$ cat src/rtl/alu_sched_pkg.sv
// Shared types and defaults for the ALU issue scheduler.
// Imported by the scheduler top and its arbiter.
package alu_sched_pkg;

  typedef enum logic [1:0] {
    IDLE = 2'd0,
    EXEC = 2'd1,
    RESP = 2'd2
  } state_t;

  localparam int OPW_DEF       = 7;
  localparam int LAT_SHORT_DEF = 1;
  localparam int LAT_LONG_DEF  = 4;
  localparam int LONG_BIT      = 6;
  localparam int CNT_W         = 4;

  function automatic logic [CNT_W-1:0] lat_sel(
    input logic is_long,
    input int   lat_s,
    input int   lat_l
  );
    return is_long ? CNT_W'(lat_l) : CNT_W'(lat_s);
  endfunction

endpackage

$ cat src/rtl/rr_arb2.sv
// Two-way round-robin selector: the pointer names the preferred
// requester, the other one wins only when the preferred is idle.
module rr_arb2
  import alu_sched_pkg::*;
(
  input  logic [1:0] valid,
  input  logic       ptr,
  output logic [1:0] grant
);

  logic alt;

  assign alt = ~ptr;

  always_comb begin
    grant = 2'b00;
    priority case (1'b1)
      valid[ptr]: grant[ptr] = 1'b1;
      valid[alt]: grant[alt] = 1'b1;
      default:    grant = 2'b00;
    endcase
  end

endmodule

$ cat src/rtl/alu_issue_sched.sv
// Single-issue ALU scheduler: arbitrates two requesters, runs one op
// for a fixed latency, then holds a response until it is accepted.
module alu_issue_sched
  import alu_sched_pkg::*;
#(
  parameter int OPW       = OPW_DEF,
  parameter int LAT_SHORT = LAT_SHORT_DEF,
  parameter int LAT_LONG  = LAT_LONG_DEF
) (
  input  logic           clk,
  input  logic           rst,
  input  logic [1:0]     req_valid,
  output logic [1:0]     req_ready,
  input  logic [OPW-1:0] req0_op,
  input  logic [OPW-1:0] req1_op,
  output logic [OPW-1:0] alu_op,
  output logic           alu_en,
  output logic           rsp_valid,
  input  logic           rsp_ready,
  output logic           rsp_id,
  busy
);

  if (LAT_SHORT < 1 || LAT_SHORT > 15) begin : g_bad_short
    $error("LAT_SHORT must be in 1..15");
  end
  if (LAT_LONG < 1 || LAT_LONG > 15) begin : g_bad_long
    $error("LAT_LONG must be in 1..15");
  end
  if (OPW <= LONG_BIT) begin : g_bad_opw
    $error("OPW too narrow for the long-op bit");
  end

  state_t           state;
  logic [OPW-1:0]   op_q;
  logic             id_q;
  logic [CNT_W-1:0] cnt;
  logic             ptr;

  logic [1:0]       grant;
  logic             xfer;
  logic             gid;
  logic [OPW-1:0]   op_in;
  logic [CNT_W-1:0] lat_in;

  rr_arb2 u_arb (
    .valid (req_valid),
    .ptr   (ptr),
    .grant (grant)
  );

  // ready is gated by rst so nothing looks accepted while in reset
  assign req_ready = (state == IDLE && !rst) ? grant : 2'b00;
  assign xfer      = |req_ready;
  assign gid       = grant[1];
  assign op_in     = gid ? req1_op : req0_op;
  assign lat_in    = lat_sel(op_in[LONG_BIT], LAT_SHORT, LAT_LONG);

  always_ff @(posedge clk or posedge rst) begin
    if (rst) begin
      state <= IDLE;
      op_q  <= '0;
      id_q  <= 1'b0;
      cnt   <= '0;
      ptr   <= 1'b0;
    end else begin
      unique case (state)
        IDLE: begin
          if (xfer) begin
            op_q  <= op_in;
            id_q  <= gid;
            cnt   <= lat_in;
            ptr   <= ~gid;
            state <= EXEC;
          end
        end
        EXEC: begin
          if (cnt <= CNT_W'(1)) begin
            cnt   <= '0;
            state <= RESP;
          end else begin
            cnt <= cnt - CNT_W'(1);
          end
        end
        RESP: begin
          if (rsp_ready) state <= IDLE;
        end
        default: state <= IDLE;
      endcase
    end
  end

  assign alu_en    = (state == EXEC);
  assign alu_op    = alu_en ? op_q : '0;
  assign rsp_valid = (state == RESP);
  assign rsp_id    = rsp_valid & id_q;
  assign busy      = (state != IDLE);

endmodule

$ cat config.mk
export PLATFORM = sky130hd
export DESIGN_NAME = alu_issue_sched
export DESIGN_NICKNAME = d
export VERILOG_FILES = /design/src/rtl/alu_sched_pkg.sv /design/src/rtl/rr_arb2.sv /design/src/rtl/alu_issue_sched.sv
export SDC_FILE = /design/constraint.sdc
export NUM_CORES = 1
export LEC_CHECK = 0
export ABC_AREA = 1
export CAP_MARGIN = 5
export CORE_MARGIN = 10
export CORE_UTILIZATION = 50
export CTS_BUF_LIST = sky130_fd_sc_hd__clkbuf_8
export DETAILED_ROUTE_END_ITERATION = 8
export GPL_TIMING_DRIVEN = 0
export PLACE_DENSITY_LB_ADDON = 0.2
export SLEW_MARGIN = 20
export SYNTH_ARGS = -nofsm -noshare
export SYNTH_HDL_FRONTEND = slang
export SYNTH_SLANG_ARGS = --single-unit
$ cat constraint.sdc
create_clock -name clk -period 2.8 [get_ports clk]
set_clock_uncertainty 0.05 [all_clocks]
set_input_delay 0.56 -clock clk [delete_from_list [all_inputs] [get_ports clk]]
set_output_delay 0.56 -clock clk [all_outputs]
set_load 0.05 [all_outputs]
---- After elaboration in Yosys (flattened, before gate mapping) ----
Index checks and enable logic that the tools add are counted.
cells by class
  equality and inequality tests ........... 5
  order comparisons ....................... 5
  bitwise logic cells ..................... 3
  muxes and demuxes ....................... 21
  add/sub/neg operators ................... 1
  reductions and logical operators ........ 11
operator list
  operator             count
  $mux 7               2
  $mux 2               6
  $mux 4               2
  $pmux 4 s2           1
  $mux 1               6
  $pmux 2 s3           1
  $le 4x1->1 const B   1
  $lt 1x2->1 const B   2
  $ne 2x1->1 const B   2
  $reduce_and 2->1     2
  $reduce_bool 2->1    2
  $sub 4x1->4 const B  1
  $logic_and 1x1->1    3
  $mux 3               1
  $reduce_and 3->1     1
  $demux 1 s1          2
  $eq 2x1->1 const B   1
  $eq 2x2->1 const B   1
  $ge 1x1->1 const B   2
  $logic_not 2->1      1
  $ne 2x2->1 const B   1
  $not 1->1            2
  $reduce_or 2->1      1
  $and 1x1->1          1
  $logic_not 1->1      1
word-level totals
  word-level logic and storage cells ...... 51
  input port bits ......................... 19
  register bits after elaboration ......... 15
  output and inout port bits .............. 13

---- Depth between registers and ports, before layout ----
  depth after elaboration ................. 11
  gate-level depth with buffers ........... 9
  depth with buffers taken out ............ 9

---- By module ----
From an unflattened synthesis, not the netlist that was laid out.
second synthesis, totals
  cell total of the unflattened synthesis .. 122
  area total of the unflattened synthesis .. 882.1 um^2
modules (own cells, without submodules)
  module           sequential area each (um^2)  times used  area each (um^2)  cells each
  alu_issue_sched  375.4                        1           854.6             118
  rr_arb2          0.0                          1           27.5              4

---- Least setup slack after synthesis ----
No wires, ideal clock.
  kind .................................... register to output
  from .................................... reg state[1]
  to ...................................... out rsp_id
  arrival time ............................ 1.967 ns
  setup slack ............................. 0.223 ns
  stages on the path, launching flop included .. 5
  buffers on the path ..................... 0
  required time ........................... 2.190 ns
  path through ............................ dfrtp_1 > inv_1 > nor2_1 > inv_1 > nor2_1
between the ends
  word-level cells in the longest chain between the ends .. 2
ends and longest elaborated chain
  element                   RTL line               source
  start: declaration        alu_issue_sched.sv:34  state_t state;
  start signal: assignment  alu_issue_sched.sv:61  state <= IDLE;
  start signal: assignment  alu_issue_sched.sv:74  state <= EXEC;
  start signal: assignment  alu_issue_sched.sv:80  state <= RESP;
  $eq 2x2->1                alu_issue_sched.sv:95  assign rsp_valid = (state == RESP);
  named net rsp_valid       alu_issue_sched.sv:18  output logic rsp_valid,
  $and 1x1->1               alu_issue_sched.sv:96  assign rsp_id = rsp_valid & id_q;
  end: declaration          alu_issue_sched.sv:20  output logic rsp_id,
The timed path passes the listed nets, and every way through them passes these cells.

---- Worst setup path after layout ----
  from .................................... in req_valid[1]
  to ...................................... out req_ready[0]
between the ends
  word-level cells in the longest chain between the ends .. 5
  elaborated cells on any way between the ends .. 7
  classes of those cells .................. mux (7)
ends and longest elaborated chain
  element                                    RTL line               source
  start: declaration                         alu_issue_sched.sv:12  input logic [1:0] req_valid,
  $mux 1 (implied by the code) (2 in a row)  rr_arb2.sv:19          valid[alt]: grant[alt] = 1'b1;
  $mux 2                                     rr_arb2.sv:17          priority case (1'b1)
  $mux 2 *                                   rr_arb2.sv:17
  $mux 2 *                                   alu_issue_sched.sv:53  assign req_ready = (state == IDLE && !rst) ? grant : 2'b00;
  end: declaration                           alu_issue_sched.sv:13  output logic [1:0] req_ready,
Mark *: on every way between the ends. The rest lies on a longest branch, timed or not. The select of a mux whose other input is x is not followed.

==> results.rst <==
.. list-table::
   :header-rows: 1

   * - Metric
     - Value
   * - Die W
     - 63.3 µm
   * - Most used standard cell by instance count after synthesis
     - sky130_fd_sc_hd__nand2_1
   * - Met2 layer usage reported by global route
     - 23.5%
   * - Number of endpoints failing setup at the final stage
     - 0
   * - Critical path buffer and inverter count
     - 2
   * - Dominant cell type by area after synthesis
     - sky130_fd_sc_hd__dfrtp_1
   * - Synthesized flop and latch total
     - 15
   * - Transition time at the pin with the least slew margin
     - 0.520 ns
   * - Top cells by count, synth
     - 36 x sky130_fd_sc_hd__nand2_1, 20 x sky130_fd_sc_hd__inv_1, 15 x sky130_fd_sc_hd__dfrtp_1, 15 x sky130_fd_sc_hd__nand3_1, 13 x sky130_fd_sc_hd__nor2_1
   * - Setup repair after global routing missed its margin
     - false
   * - Sequential element share of the synthesized area
     - 40.0%
   * - Final antenna diode count
     - 0
   * - Final estimated routing congestion in global placement
     - 0.836
   * - Critical path launch point type
     - input pin
   * - TritonRoute pass-1 iters
     - 4
   * - Core area
     - 1750 µm²
   * - Endpoint of the lowest-slack register-to-register path
     - state[0]$_DFFE_PP0P_
   * - Fraction of registers with async set/reset
     - 100%
   * - Final design area excluding fillers
     - 1340 µm²
   * - Cells taking the most area after synthesis
     - sky130_fd_sc_hd__dfrtp_1 40%, sky130_fd_sc_hd__nand2_1 14%, sky130_fd_sc_hd__inv_1 8.0%, sky130_fd_sc_hd__nand3_1 8.0%, sky130_fd_sc_hd__nor2_1 5.2%
   * - Data required time of the critical path
     - 2.19 ns
   * - Area delta synth->final
     - 42.8%
   * - FP Rows
     - 15
   * - Fin crit period
     - 2.72 ns
   * - Yosys top cell area share
     - 40.0%
   * - Via-to-Cell Ratio
     - 4.88
   * - Category of cells accounting for the largest share of critical-path delay
     - buffers and inverters
   * - Maximum buffer depth of the clock tree
     - 2
   * - GRT met1 Usage
     - 13.6%
   * - Count of hold-fix buffers inserted at cts
     - 0
   * - Cell with the largest stage delay on the worst path
     - sky130_fd_sc_hd__dlygate4sd2_1
   * - Critical path launch point
     - req_valid[1]
   * - Number of buffers inserted during clock tree synthesis
     - 3
   * - Max-cap check violation count
     - 0
   * - Worst-case reg-to-reg path depth
     - 5
   * - Total die area
     - 4010 µm²
   * - Sort of element at the end of the critical path
     - output port
   * - Port bufs
     - 31
   * - Final Hold Vio Count
     - 0
   * - Worst Path Max Fanout
     - 8
   * - CTS tree
     - built
   * - Busiest grt layer
     - met2
   * - Overall global routing resource usage
     - 12.8%
   * - Outcome
     - finished clean
   * - Nets
     - 185
   * - Clock transition at path regs
     - 0.06 ns
   * - Primary FF master, synth
     - sky130_fd_sc_hd__dfrtp_1
   * - Worst R2R Start
     - cnt[0]$_DFFE_PP0P_
   * - Layout cells sized above 1
     - 12.9%
   * - Sum of routed wire length over all layers
     - 2560 µm
   * - Routed via count
     - 917
   * - Net count after synthesis
     - 148
   * - Reg2Reg Setup Slack
     - 1.35 ns
   * - Number of remaining DRC errors
     - 0
   * - Die span in y
     - 63.3 µm
   * - Worst-skew pair later-pin latency
     - 0.24 ns
   * - Fmax
     - 0.368 GHz
   * - Buffer type at the clock tree root
     - sky130_fd_sc_hd__clkbuf_8
   * - Total standard cell area after synthesis
     - 938 µm²
   * - Number of levels in the clock H-tree
     - 1
   * - Number of cells traversed by the worst hold path
     - 2
   * - Critical-path cell list
     - clkdlybuf4s50_1, nand2_2, nand2_1, nor2_4, dlygate4sd2_1
   * - Number of pins with negative max-slew slack in the final report
     - 0
   * - Total overflow reported by the global router
     - 0
   * - Hold endpoint
     - op_q[2]$_DFFE_PP0P_
   * - Kind of critical path
     - in -> out
   * - Number of distinct standard cells referenced by the synthesized netlist
     - 23
   * - Class of the most critical hold timing path
     - reg -> reg
   * - Synthesized instance count
     - 127
   * - Global-route wire length before repair
     - 4240 µm
   * - Number of warning messages in the yosys log
     - 0
   * - Average wire per standard cell
     - 13.6 µm
   * - Filler Cells Inserted
     - 145
   * - Critical path arrival
     - 2.11 ns
   * - Ratio of final minimum period to clock period
     - 97.1%
   * - Met3 routing resource usage after global routing
     - 4.24%
   * - Iteration-0 DRC count of the detailed router
     - 26
   * - Max-slew headroom at the worst pin
     - 65.2%
   * - Sw Pwr
     - 717 µW
   * - Utilization after layout
     - 76.8%
   * - Post-DP HPWL
     - 2030 µm
   * - Ports
     - 32
   * - Share of power burned in the clock network
     - 12.1%
   * - Antenna violations before repair
     - 0
   * - Mean area per synthesized cell
     - 7.39 µm²
   * - Routed Antenna Nets
     - 0
   * - Count of flip-flops with a built-in enable after synthesis
     - 0
   * - Worst IR Drop VDD
     - 0.877 mV
   * - Leakage Power
     - 0.000697 µW
   * - Sink count of the clock tree
     - 15
   * - Startpoint of the worst hold path
     - op_q[2]$_DFFE_PP0P_
   * - Int Power
     - 718 µW
   * - Vias in the first global route
     - 916
   * - Initial standard-cell utilization of the core
     - 53.8%
   * - Part of the total power dissipated in sequential elements
     - 27.0%
   * - Pin count of the biggest net entering global routing
     - 18
   * - Power density cells
     - 1070 nW/µm²
   * - Combinational cell fraction of total power
     - 60.9%
   * - Post-place instance area
     - 1280 µm²
   * - Stage delay of the slowest cell on the critical path
     - 0.57 ns
   * - Sw Ratio
     - 50.0%
-- area by class of cell --
| type | count | area, µm² | share of cell area (%) |
|---|---|---|---|
| clock inverters | 1 | 3.75 | 0.280 |
| repair buffers | 32 | 322 | 24.0 |
| inverters | 21 | 82.6 | 6.16 |
| well taps | 25 | 31.3 | 2.33 |
| clock buffers | 3 | 41.3 | 3.08 |
| flip-flops and latches | 15 | 375 | 28.0 |
| multi-input cells | 90 | 473 | 35.3 |
| plain buffers | 1 | 11.3 | 0.840 |
-- kinds of logic after synthesis --
logic type / after synthesis / share of synthesized area [%]
AO/OA/AOI/OAI: 7 / 4.93
adder cells (fa/ha/maj): 2 / 2.67
buffers and inverters: 22 / 9.60
AND/OR/NAND/NOR: 81 / 42.8
flip-flops: 15 / 40.0
-- how the worst max path moves through the flow --
stage                         to  slack [ns]  cells after the start
CTS                 req_ready[0]        0.08                      5
detailed placement  req_ready[1]       -0.60                      5
global placement    req_ready[1]       -0.59                      5
global route        req_ready[0]      0.0009                      5
finish              req_ready[0]        0.08                      5
floorplan                 rsp_id        0.22                      4
-- through the flow --
step	total power [µW]	hold WS (ns)	cells	TNS (ns)	setup slack, ns
finish	1440	0.437	188	0	0.0817
global route	1540	0.476	188	0	0.000923
CTS	1450	0.439	188	0	0.0843
detailed placement	1270	0.424	183	-1.18	-0.602
global placement	1230	0.415	183	-1.18	-0.592
floorplan	1010	0.402	127	0	0.223
-- per-layer routing --
metal	vias to the layer above	wire length, µm
li1	465	-
met1	423	1040
met2	27	1350
met3	2	156
met4	0	22
met5	-	0
-- layout by cell type (no fill, tap or decap) --
cell type and n:
sky130_fd_sc_hd__a21oi_1 1, sky130_fd_sc_hd__and2_1 1, sky130_fd_sc_hd__buf_4 1, sky130_fd_sc_hd__buf_6 1
sky130_fd_sc_hd__clkbuf_8 3, sky130_fd_sc_hd__clkdlybuf4s15_1 1, sky130_fd_sc_hd__clkdlybuf4s50_1 27, sky130_fd_sc_hd__clkinvlp_4 1
sky130_fd_sc_hd__dfrtp_1 15, sky130_fd_sc_hd__dlygate4sd2_1 1, sky130_fd_sc_hd__dlymetal6s2s_1 2, sky130_fd_sc_hd__ha_1 2
sky130_fd_sc_hd__inv_1 20, sky130_fd_sc_hd__inv_2 1, sky130_fd_sc_hd__nand2_1 36, sky130_fd_sc_hd__nand2_2 4
sky130_fd_sc_hd__nand2_4 1, sky130_fd_sc_hd__nand3_1 15, sky130_fd_sc_hd__nand3_2 1, sky130_fd_sc_hd__nand3b_1 1
sky130_fd_sc_hd__nand4_1 2, sky130_fd_sc_hd__nand4_2 1, sky130_fd_sc_hd__nor2_1 13, sky130_fd_sc_hd__nor2_2 1
sky130_fd_sc_hd__nor2_4 4, sky130_fd_sc_hd__o21ai_0 1, sky130_fd_sc_hd__o21ai_1 3, sky130_fd_sc_hd__o21ai_2 1
sky130_fd_sc_hd__o22ai_2 1, sky130_fd_sc_hd__or2_1 1
-- tightest hold or removal path, delay by kind of cell, from the launching register on --
kind / cells / cell delay [ns]
flip-flops: 1 / 0.35
AND/OR/NAND/NOR: 2 / 0.11
-- sequential cells by signal, summed over array words and instances, names as in the netlist --
name and flops:
cnt 4, id_q 1, op_q 7, ptr 1, state 2
-- power groups by stage --
stage / sequential, µW / clock (µW) / combinational [µW]
2_1_floorplan: 375 / 0 / 636
3_3_place_gp: 386 / 0 / 847
3_5_place_dp: 392 / 0 / 878
4_1_cts: 389 / 173 / 886
5_1_grt: 400 / 181 / 961
6_report: 388 / 174 / 874
-- what timing repair did --
action	4_1_cts	5_1_grt
setup endpoints to repair	2	2
gates resized for setup	4	2
setup buffers	1	0
No activity file was read; power rests on OpenSTA's default activity.
